$ cat src/rtl/vector_subtractor_if.sv
// Operand/result bundle between the operand sequencer (master) and the subtract lane (slave).
interface vector_subtractor_if #(
    parameter int unsigned WIDTH = 24
);
    logic             start;
    logic             in_valid;
    logic             in_ready;
    logic [WIDTH-1:0] a;
    logic [WIDTH-1:0] b;
    logic             out_valid;
    logic             out_ready;
    logic [WIDTH-1:0] diff;
    logic             borrow;
    logic             last;
    logic             busy;
    logic             done;

    modport master (
        output start, in_valid, a, b, out_ready,
        input  in_ready, out_valid, diff, borrow, last, busy, done
    );

    modport slave (
        input  start, in_valid, a, b, out_ready,
        output in_ready, out_valid, diff, borrow, last, busy, done
    );
endinterface

$ cat src/rtl/vector_subtractor.sv
// Streaming element-wise subtractor: VLEN operand pairs in, one registered a-b (+borrow) per pair out.
// Define VSUB_SATURATE_EN to clamp negative differences to zero instead of wrapping.
module vector_subtractor #(
    parameter int unsigned WIDTH = 24,
    parameter int unsigned VLEN  = 8
) (
    input logic                clk,
    input logic                rst_n,
    vector_subtractor_if.slave vs
);
    localparam int unsigned      CW      = $clog2(VLEN + 1);
    localparam logic [CW-1:0]    LastIdx = CW'(VLEN - 1);

    typedef enum logic [1:0] {StIdle, StRun, StDrain} state_e;

    state_e           r_state, w_state_next;
    logic [CW-1:0]    r_count, w_count_next;
    logic             r_out_valid;
    logic [WIDTH-1:0] r_diff;
    logic             r_borrow;
    logic             r_last;
    logic             r_done;

    logic             w_in_ready;
    logic             w_accept;
    logic             w_consume;
    logic             w_borrow;
    logic [WIDTH-1:0] w_diff;

    assign w_accept  = vs.in_valid & w_in_ready;
    assign w_consume = r_out_valid & vs.out_ready;
    assign w_borrow  = (vs.a < vs.b);

`ifdef VSUB_SATURATE_EN
    assign w_diff = w_borrow ? '0 : (vs.a - vs.b);
`else
    assign w_diff = vs.a - vs.b;
`endif

    always_ff @(posedge clk or negedge rst_n) begin
        if (!rst_n) begin
            r_state <= StIdle;
            r_count <= '0;
        end else begin
            r_state <= w_state_next;
            r_count <= w_count_next;
        end
    end

    always_comb begin
        w_state_next = r_state;
        w_count_next = r_count;
        unique case (r_state)
            StIdle: begin
                if (vs.start) begin
                    w_state_next = StRun;
                    w_count_next = '0;
                end
            end
            StRun: begin
                if (w_accept) begin
                    w_count_next = r_count + 1'b1;
                    if (r_count == LastIdx) w_state_next = StDrain;
                end
            end
            StDrain: begin
                if (w_consume) w_state_next = StIdle;
            end
            default: w_state_next = StIdle;
        endcase
    end

    // Result register: a new accept overwrites in the same cycle the old result is consumed.
    always_ff @(posedge clk or negedge rst_n) begin
        if (!rst_n) begin
            r_out_valid <= 1'b0;
            r_diff      <= '0;
            r_borrow    <= 1'b0;
            r_last      <= 1'b0;
            r_done      <= 1'b0;
        end else begin
            r_done <= (r_state == StDrain) && w_consume;
            if (w_accept) begin
                r_out_valid <= 1'b1;
                r_diff      <= w_diff;
                r_borrow    <= w_borrow;
                r_last      <= (r_count == LastIdx);
            end else if (w_consume) begin
                r_out_valid <= 1'b0;
            end
        end
    end

    always_comb begin
        w_in_ready   = (r_state == StRun) && (!r_out_valid || vs.out_ready);
        vs.in_ready  = w_in_ready;
        vs.out_valid = r_out_valid;
        vs.diff      = r_diff;
        vs.borrow    = r_borrow;
        vs.last      = r_last;
        vs.busy      = (r_state != StIdle);
        vs.done      = r_done;
    end
endmodule

$ cat src/flat_wrapper.sv
// flat-port wrapper written by rule: the top's interface ports become plain ports
module vector_subtractor_flat 
#(
    parameter int unsigned WIDTH = 24,
    parameter int unsigned VLEN  = 8
)
  (clk, rst_n, vs_start, vs_in_valid, vs_a, vs_b, vs_out_ready, vs_in_ready, vs_out_valid, vs_diff, vs_borrow, vs_last, vs_busy, vs_done);
  vector_subtractor_if #(.WIDTH(WIDTH)) vs_i ();
  input logic clk;
  input logic rst_n;
  input wire logic [$bits(vs_i.start)-1:0] vs_start;
  input wire logic [$bits(vs_i.in_valid)-1:0] vs_in_valid;
  input wire logic [$bits(vs_i.a)-1:0] vs_a;
  input wire logic [$bits(vs_i.b)-1:0] vs_b;
  input wire logic [$bits(vs_i.out_ready)-1:0] vs_out_ready;
  output wire logic [$bits(vs_i.in_ready)-1:0] vs_in_ready;
  output wire logic [$bits(vs_i.out_valid)-1:0] vs_out_valid;
  output wire logic [$bits(vs_i.diff)-1:0] vs_diff;
  output wire logic [$bits(vs_i.borrow)-1:0] vs_borrow;
  output wire logic [$bits(vs_i.last)-1:0] vs_last;
  output wire logic [$bits(vs_i.busy)-1:0] vs_busy;
  output wire logic [$bits(vs_i.done)-1:0] vs_done;
  assign vs_i.start = vs_start;
  assign vs_i.in_valid = vs_in_valid;
  assign vs_i.a = vs_a;
  assign vs_i.b = vs_b;
  assign vs_i.out_ready = vs_out_ready;
  assign vs_in_ready = vs_i.in_ready;
  assign vs_out_valid = vs_i.out_valid;
  assign vs_diff = vs_i.diff;
  assign vs_borrow = vs_i.borrow;
  assign vs_last = vs_i.last;
  assign vs_busy = vs_i.busy;
  assign vs_done = vs_i.done;
  vector_subtractor #(.WIDTH(WIDTH), .VLEN(VLEN)) u_core (.clk(clk), .rst_n(rst_n), .vs(vs_i));
endmodule
$ cat config.mk
export PLATFORM = sky130hd
export DESIGN_NAME = vector_subtractor_flat
export DESIGN_NICKNAME = d
export VERILOG_FILES = /design/src/rtl/vector_subtractor_if.sv /design/src/rtl/vector_subtractor.sv /design/src/flat_wrapper.sv
export SDC_FILE = /design/constraint.sdc
export NUM_CORES = 1
export LEC_CHECK = 0
export BUFFER_PORTS_ARGS = -buffer_cell sky130_fd_sc_hd__buf_2
export CORE_AREA = 2 2 87 89
export CTS_BUF_LIST = sky130_fd_sc_hd__clkbuf_2
export CTS_CLUSTER_DIAMETER = 80
export DETAILED_ROUTE_END_ITERATION = 6
export DIE_AREA = 0 0 89 91
export GPL_ROUTABILITY_DRIVEN = 0
export HOLD_SLACK_MARGIN = 0.02
export SLEW_MARGIN = 20
export SYNTH_ARGS = -nofsm -noshare
export SYNTH_HDL_FRONTEND = slang
export SYNTH_SLANG_ARGS = --single-unit
$ cat constraint.sdc
create_clock -name clk -period 2.5 [get_ports clk]
set_clock_uncertainty 0.2 [all_clocks]
set_input_delay 0.5 -clock clk [delete_from_list [all_inputs] [get_ports clk]]
set_output_delay 0.5 -clock clk [all_outputs]
set_load 0.01 [all_outputs]
* Word-level counts from Yosys, hierarchy flattened
Index checks and enable logic that the tools add are counted.
** Operators by class
- Eq/ne operators :: 7
- Reductions and logical operators :: 10
- Bitwise gates (word level) :: 2
- Muxes and demuxes :: 10
- Magnitude comparators :: 1
- Add/sub/neg operators :: 2
** Operators by type and width (number)
- less-than comparator 24 bit :: 1
- subtractor 24 bit :: 1
- two-way mux 2 bit :: 4
- two-way mux 4 bit :: 2
- one-hot mux 4 bit (2 select lines) :: 1
- != test 2 x 1 -> 1 bit, second input constant :: 3
- one-hot mux 2 bit (3 select lines) :: 1
- nonzero test 2 bit :: 3
- adder 4 x 1 -> 4 bit, second input constant :: 1
- == test 4 x 3 -> 1 bit, second input constant :: 1
- AND reduction 4 bit :: 1
- AND reduction 3 bit :: 1
- bitwise AND 1 bit :: 2
- == test 2 x 1 -> 1 bit, second input constant :: 1
- == test 2 bit, second input constant :: 1
- logical AND 1 bit :: 2
- logical NOT 2 bit :: 1
- two-way mux 1 bit :: 2
- != test 2 bit, second input constant :: 1
- logical NOT 1 bit :: 1
- logical OR 1 bit :: 1
** Word-level totals
- Register bits after elaboration :: 34
- Word-level logic and storage cells :: 39
- Input bits :: 53
- Output and inout bits :: 30

* Logic depth before layout (Yosys ltp)
Gate-level depths: netlist of run 1.
- Depth after elaboration :: 6
- Gate-level depth with buffers :: 9
- Mapped depth without buffers :: 9

* Worst setup path after synthesis of run 1
Ideal clock, no wire load.
- Kind :: input-to-reg
- From :: in vs_a[0]
- To :: reg u_core.r_diff[16], in the netlist u_core.vs.diff[16]
- Required time :: 2.231 ns
- Path slack :: -0.176 ns
- Arrival time :: 2.407 ns
- Library setup time :: 0.069 ns
- Buffers on the path :: 0
- Cell stages on the path :: 9
- Path through :: inv_1 ha_1 fa_1 nand2b_1 a21o_1 a211o_1 and3_4 or4_1 nand3_1
** Between the ends
- Cells in the longest elaborated chain, start to end :: 1
** Ends and longest elaborated chain
- start, declared :: line flat_wrapper.sv:13 : input wire logic [$bits(vs_i.a)-1:0] vs_a;
- subtractor 24 bit :: line vector_subtractor.sv:37 : assign w_diff = vs.a - vs.b;
- end signal, assigned :: line vector_subtractor.sv:85 : r_diff <= w_diff;
- end, declared :: line vector_subtractor.sv:19 : logic [WIDTH-1:0] r_diff;
Every way passes these cells.
A chain may end at the register's enable or synchronous reset.

* Final worst setup path of run 1
- From :: in vs_a[0]
- To :: reg u_core.r_diff[20], in the netlist u_core.vs.diff[20]
Same word-level chain as after synthesis.

==> summary by stage, run 1 <==
Place
During placement, the flow inserted port buffers numbering just over 80. Once detailed placement completed, the half-perimeter wirelength came to between 6 and 7 mm.

Worst setup path
The critical path runs through a total of 10 cells. Following the worst setup path forward leads to its endpoint at u_core.vs.diff[20]. The count of cells along the worst register-to-register path is 5. The worst register-to-register path has a setup slack of about 450 ps. The type of the worst setup path is input port to flip-flop.

STA classifies the critical path startpoint as an input port. For the worst setup path, the data required time is around 2700 ps. The capture point of the worst reg-to-reg path is u_core.r_count[3]. The beginning of the worst register-to-register path is u_core.r_state[1].

STA classifies the critical path endpoint as a flip-flop. Of all nets on the critical path, the largest fanout is 3. The delay of the slowest cell on the worst path is 400 ps. The worst setup path startpoint is vs_a[0]. The gate family responsible for the most delay along the worst path is simple AND/OR/NAND/NOR gates. The slowest cell on the critical path is sky130_fd_sc_hd__fa_2. The data arrival time at the worst-slack endpoint is roughly 2600 ps. The number of buffers and inverters on the critical path is 2. Traced cell by cell, the critical path runs through buf_2, inv_12, ha_4, fa_2, nand2b_4, a21o_1, a211o_1, and3_4, or4_1, nand3_1.

Final layout
The growth of design area from synthesis to finish is 35.5%. The total inserted antenna cells is 0. The count of nets after finishing is 546. The share of cells above drive strength 1 is between 30% and 40%. The final-layout fill cell count is 750.

Clock tree
The clock latency on the worst-skew pair is 410 ps. The number of H-tree levels is 2. The post-cts hold buffer count is 1.

The clock-pin slew on the worst setup and hold paths is 210 ps. The tree is rooted in a sky130_fd_sc_hd__clkbuf_2. Gates resized during post-CTS repair numbered 0. The CTS tree is done. In this run, CTS created clock tree buffers numbering 5. The total setup buffers inserted after CTS is 0. The clock sink total is 34. The maximum count of clock buffers along a single path is 2.

Power
The part of the total power dissipated in the clock network is between 10% and 20%. Net switching is between 30% and 40% of the power. For this design the ratio of total power to cell area is 717 nW/um2. The static leakage is 1.91 nW. The sequential power share is a little over a third. The internal power summed over all cells is between 1.5 and 2 mW. The net switching component of the power is 1.05 mW.

The share of total power dissipated in combinational logic is around 46%. The worst supply voltage drop on vdd is approximately 0.25 mV.

Floorplan
In this run the core area contains 31 standard-cell rows. The die covers 8100 um2. 83 I/O pins were placed. Once the floorplan was initialized, standard cells occupied roughly two fifths of the core. The die is slightly above 90 um tall. Measured along the x axis, the die boundary spans just under 90 um. The total core area is between 7000 and 8000 um2.

Job
The tool flagged a number of max-cap violations equal to 0.

Run status
The run finished with clean final reports.

Synthesis
The number of storage elements in the synthesis netlist is 34. After synthesis, the share of flip-flops with an asynchronous set or reset is between 90% and 100%. Among all flip-flop cells after synthesis, the most frequent one is sky130_fd_sc_hd__dfrtp_1. After synthesis, the netlist uses 50 different library cells. The sequential element share of the synthesized area is slightly above 30%. The number of synthesized flops with an enable pin is 0. The total number of yosys warnings is 0. In the post-synthesis netlist, the cell with the most instances is sky130_fd_sc_hd__nand2_1. Of all cell types, the one taking the most synthesized area is sky130_fd_sc_hd__dfrtp_1. The synthesized design devotes to its leading area cell type 30.8% of total area. Ranked by total cell area, the synthesized netlist is headed by sky130_fd_sc_hd__dfrtp_1 (31%), sky130_fd_sc_hd__ha_1 (11%), sky130_fd_sc_hd__nand2_1 (6.3%), sky130_fd_sc_hd__a21oi_1 (5.3%), sky130_fd_sc_hd__o21ai_0 (5.3%). Dividing the synthesized area by the synthesized cell count gives 8.03 um2. The net count of the mapped netlist is roughly 420. Sorting the synthesized cells by how often they occur yields sky130_fd_sc_hd__nand2_1 (46), sky130_fd_sc_hd__dfrtp_1 (34), sky130_fd_sc_hd__inv_1 (30). The cell area after synthesis is between 2000 and 3000 um2. Synthesis produced 344 cells.

Global routing
Summed over all layers, the global routing overflow is 0. The number of global-route vias before repair is between 2,000 and 3,000. The number of antenna violations at the first check in global routing came to 0. The first global-routing pass estimated ~13 mm of wire. The overall global routing resource usage is between 10% and 20%. The maximum number of pins on one net before global-route repair is 39.

Timing
The number of setup violations in the final report is 0. The actual slew at the worst max-slew pin is between 800 and 900 ps. The final clock period utilization by the worst path is between 90% and 100%.

The setup total negative slack is 0 ps. Setup repair after global routing left no endpoint under its margin. The number of slew-limit violations in the final report came to 0. The timing-limited maximum frequency is approximately 0.42 GHz. The hold violation count in the final report is 0.

The worst hold margin is 118 ps. The clock period could shrink to 2400 ps. The worst pin sits at a relative slew slack of a little under half.

Routing
In the routed layout, each cell is associated on average with a via count of 5.14. The initial detailed-routing violation count is approximately 120. After detailed routing, the average wire length per cell comes to 13.3 um. The number of nets with antenna violations after routing is 0. The count of unresolved DRC violations after routing is 0. The overall via count from detail_route is between 2,000 and 3,000.

The pre-antenna-repair detailed-routing pass consisted of 4 iterations. The sum of routed wire length over all layers is about 7.5 mm.

Worst hold path
The path type of the worst min-delay path is input port to flip-flop.
-- worst min-delay path, cell delays in order --
cell,delay (ps)
sky130_fd_sc_hd__buf_2,100
sky130_fd_sc_hd__nor2_1,80
sky130_fd_sc_hd__nor3_1,50
-- sequential cells by signal, indices dropped and copies added (netlist names) --
signal               cells
u_core.r_count           4
u_core.r_state           2
u_core.vs.out_valid      1
u_core.vs.last           1
u_core.vs.borrow         1
u_core.vs.done           1
u_core.vs.diff          24
-- per-layer routing --
metal	up-vias	track usage, %	wire [um]	share of wire [%]
li1	1462	-	-	-
met1	1348	25.8	3380	45
met2	88	31.5	3630	48
met3	15	2.36	387	5.1
met4	0	7.09	138	1.8
met5	-	0	0	0
-- worst min-delay path by stage --
stage	slack [ps]	cells past startpoint	startpoint	to
3_3_place_gp	260	1	u_core.vs.last	u_core.vs.last
4_1_cts	90	3	vs_start	u_core.r_state[0]
6_report	120	3	vs_start	u_core.r_state[0]
2_1_floorplan	4	0	rst_n	u_core.r_count[0]
3_5_place_dp	270	1	u_core.vs.last	u_core.vs.last
5_1_grt	100	3	vs_out_ready	u_core.vs.done
-- final cells by class --
cell class                      count  area [um2]  share of cell area (%)
Tap cell                           99         124                    3.31
Clock inverter                      3        68.8                    1.84
Sequential cell                    34         851                    22.7
Inverter                           30         125                    3.34
Timing Repair Buffer              131         781                    20.9
Multi-Input combinational cell    265        1770                    47.2
Clock buffer                        5        25.0                   0.669
-- cells in the final DEF, fill, tap and decap left out, drive strengths merged, types with 8 or more instances in the layout --
cell and count:
nand3 10, buf 130, xnor2 9, o21ai 30, a21o 8, ha 25, nor3 9, dfrtp 34
nand2 46, nor2 19, inv 30, nand4 8, a21oi 29, o21a 8
-- through the flow --
step / util [%] / power [mW] / cells / setup slack (ps) / area (um2)
5_1_grt: 52.4 / 2.89 / 567 / 58.4 / 3740
6_report: 52.4 / 2.68 / 567 / 96.9 / 3740
3_5_place_dp: 51.0 / 2.21 / 558 / -329 / 3640
2_1_floorplan: - / 1.65 / 344 / -79.9 / 2800
4_1_cts: 52.4 / 2.71 / 567 / 107 / 3740
3_3_place_gp: 51.0 / 2.18 / 558 / -276 / 3640
-- cells by family after synthesis --
group | after synthesis | synth area share [%]
AO/OA/AOI/OAI | 107 | 25.6
buffers and inverters | 45 | 6.21
adder cells (fa/ha/maj) | 26 | 12.1
XOR/XNOR | 15 | 4.76
flip-flops | 34 | 30.8
AND/OR/NAND/NOR | 117 | 20.5
-- power groups by stage --
stage / Combinational [mW] / Sequential [mW] / Clock (mW)
floorplan: 0.624 / 1.03 / 0
global placement: 1.22 / 0.956 / 0
detailed placement: 1.25 / 0.964 / 0
CTS: 1.26 / 0.950 / 0.502
global route: 1.39 / 0.980 / 0.523
finish: 1.24 / 0.944 / 0.492
No activity file was read; power rests on OpenSTA's default activity.
==> run 2: changes to the inputs <==
SETUP_SLACK_MARGIN = 0.2   (was default)
TNS_END_PERCENT = 10   (was default)
==> run 2 against run 1 <==
  * Final area increased by 0.17%
  * Via count down 0.55%
  * Worst hold slack improved by 7.4 ps
  * Clock-buffer cell count is the same
  * Critical path depth unchanged
  * Critical path type unchanged
  * Routed wire length fell by 0.48%
  * Largest cell class unchanged
==> summary by stage, run 2 (same netlist as run 1, synthesis figures left out) <==
Final layout
The area of the multi-input gates was 1770 um2 (about the same). The growth of design area from synthesis to finish was 35.7% (was 35.5%). The total inserted antenna cells is 0 (unchanged). The count of nets after finishing came to 546 (unchanged).

Most frequent cells in the layout: sky130_fd_sc_hd__buf_2 (81), sky130_fd_sc_hd__buf_4 (49), sky130_fd_sc_hd__nand2_1 (46) (was sky130_fd_sc_hd__buf_2 (82), sky130_fd_sc_hd__buf_4 (48), sky130_fd_sc_hd__nand2_1 (46)). The design area is 3750 um2 (was 3740 um2). The area occupied by registers is 851 um2 (unchanged). The number of flip-flops in the largest register was 24 (unchanged). The leading cell type in the layout, fill and taps excluded was sky130_fd_sc_hd__buf_2 (unchanged). The final-layout fill cell count is 749 (was 750).

The share of cells above drive strength 1 is 33.5% (was 33.3%). The fraction of the core area covered by cells at the end of the flow is 52.5% (was 52.4%).

Floorplan
The starting density of the core is 38.7% (unchanged). The die height is 91 um (unchanged). The number of placed I/O pins is 83 (unchanged).

The total number of placement rows came to 31 (unchanged). The overall die width is 89 um (unchanged). The area of the die is 8100 um2 (unchanged). The total core area is 7140 um2 (unchanged).

Global routing
The remaining global-route overflow was 0 (unchanged). The number of global-route vias before repair came to 2,828 (was 2,834). The number of antenna violations at the first check in global routing came to 0 (unchanged). The maximum number of pins on one net before global-route repair is 39 (unchanged). The overall global routing resource usage was 19.3% (about the same). The global-route wire length before repair came to 12.5 mm (about the same).

Timing
The hold violation count in the final report was 0 (unchanged). Unrepaired setup endpoints after global routing: true (was false). The remaining max-slew budget at the tightest pin came to 46.8% (was 46.6%). The actual slew at the worst max-slew pin came to 798 ps (was 801 ps). The number of setup violations in the final report is 0 (unchanged). The number of slew-limit violations in the final report was 0 (unchanged). The timing-limited maximum frequency is 0.434 GHz (was 0.416 GHz). The final clock period utilization by the worst path was 92.3% (was 96.1%). The time the worst path needs with I/O delays and setup is 2310 ps (was 2400 ps). The worst hold margin is 126 ps (was 118 ps).

Clock tree
The number of H-tree levels is 2 (unchanged). The clock latency on the worst-skew pair is 410 ps (about the same). The number of buffers added by the clock tree synthesis step is 5 (unchanged).

The maximum count of clock buffers along a single path was 2 (unchanged). The clock root buffer was sky130_fd_sc_hd__clkbuf_2 (unchanged). The total setup buffers inserted after CTS is 0 (unchanged). The CTS tree is done (unchanged). The clock-pin slew on the worst setup and hold paths came to 210 ps (about the same). The clock sink total was 34 (unchanged).

Place
The number of input and output port buffers inserted is 82 (unchanged). The HPWL reported at the end of detailed placement is 6.05 mm (unchanged). The cell area after placement is 3640 um2 (unchanged).

Power
The power per cell area was 715 nW/um2 (was 717 nW/um2). The static leakage came to 1.91 nW (about the same). The overall power after layout is 2.68 mW (about the same).

The worst supply voltage drop on vdd is 0.252 mV (about the same).

Routing
The count of unresolved DRC violations after routing is 0 (unchanged). The average detailed-routed wire length per instance is 13.2 um (was 13.3 um). The sum of routed wire length over all layers is 7.49 mm (was 7.53 mm). The initial detailed-routing violation count is 121 (was 123).

The detailed-router iteration count before antenna repair came to 4 (unchanged). The via density per instance was 5.11 (was 5.14). The number of nets with antenna violations after routing came to 0 (unchanged). The overall via count from detail_route is 2,897 (was 2,913).

Worst setup path
Crit path cell chain: buf_4, inv_12, ha_4, fa_2, nand2b_4, a21o_1, a211o_1, and3_4, or4_1, nand3_1 (was buf_2, inv_12, ha_4, fa_2, nand2b_4, a21o_1, a211o_1, and3_4, or4_1, nand3_1). The delay of the slowest cell on the worst path is 400 ps (about the same). The kind of start point of the critical path is an input port (unchanged).

The endpoint class of the critical path is a flip-flop (unchanged). The slowest cell on the critical path is sky130_fd_sc_hd__or4_1 (was sky130_fd_sc_hd__fa_2). The required time reported for the critical path endpoint is 2660 ps (about the same). The data arrival time at the worst-slack endpoint is 2470 ps (was 2560 ps). The type of the worst setup path is input port to flip-flop (unchanged). The maximum net fanout on the critical path was 3 (unchanged).

Worst hold path
The path type of the worst min-delay path is input port to flip-flop (unchanged).

Job
The number of maximum-capacitance constraint violations came to 0 (unchanged).

Run status
Run status: finished, final reports clean (unchanged).
-- run 2: path summary, 6_finish.rpt --
check,to,from,slack [ps],depth (start not counted)
worst max-delay path,u_core.vs.diff[20],vs_a[0],190,10
worst min-delay path,u_core.r_state[0],vs_start,130,3
worst max register to register,u_core.r_count[3],u_core.r_state[1],590,5
worst min register to register,u_core.vs.diff[1],u_core.vs.diff[1],300,2
max in group asynchronous,u_core.vs.diff[6],rst_n,1110,2
min in group asynchronous,u_core.r_count[2],rst_n,490,2
-- run 2: layout make-up --
class,count,area share (%)
Tap cell,99,3.31
Clock inverter,3,1.84
Clock buffer,5,0.668
Sequential cell,34,22.7
Timing Repair Buffer,131,20.9
Multi-Input combinational cell,265,47.2
Inverter,30,3.34
-- run 2: metrics by stage --
step	std cells	TNS (ps)	setup WS [ps]
after floorplan	344	-146	-79.9
final	567	0	194
after global routing	567	0	154
after detailed placement	558	-1850	-329
after global placement	558	-1490	-276
after CTS	567	0	185
-- run 2: per-layer routing --
metal,part of all wire [%],routed length (um),vias up,global-route usage [%]
li1,-,-,1465,-
met5,0,0,-,0
met3,4.6,348,15,2.36
met1,45,3390,1335,25.8
met2,48,3620,82,31.5
met4,1.8,138,0,7.09
-- run 2: power breakdown --
part / switching [mW] / internal [mW]
combinational: 0.667 / 0.577
clock: 0.221 / 0.271
sequential: 0.159 / 0.786
-- run 2: what timing repair did --
action | in CTS | in global routing
gates resized for setup | 1 | 1
endpoints found under the hold margin | 34 | 0
endpoints found under the setup margin | 5 | 5
pin swaps | 1 | 0
hold buffers | 1 | 0
-- run 2: critical path, delay by kind of cell --
kind | cells | cell delay [ps]
buffers and inverters | 2 | 160
AND/OR/NAND/NOR | 4 | 800
adder cells (fa/ha/maj) | 2 | 500
AO/OA/AOI/OAI | 2 | 500
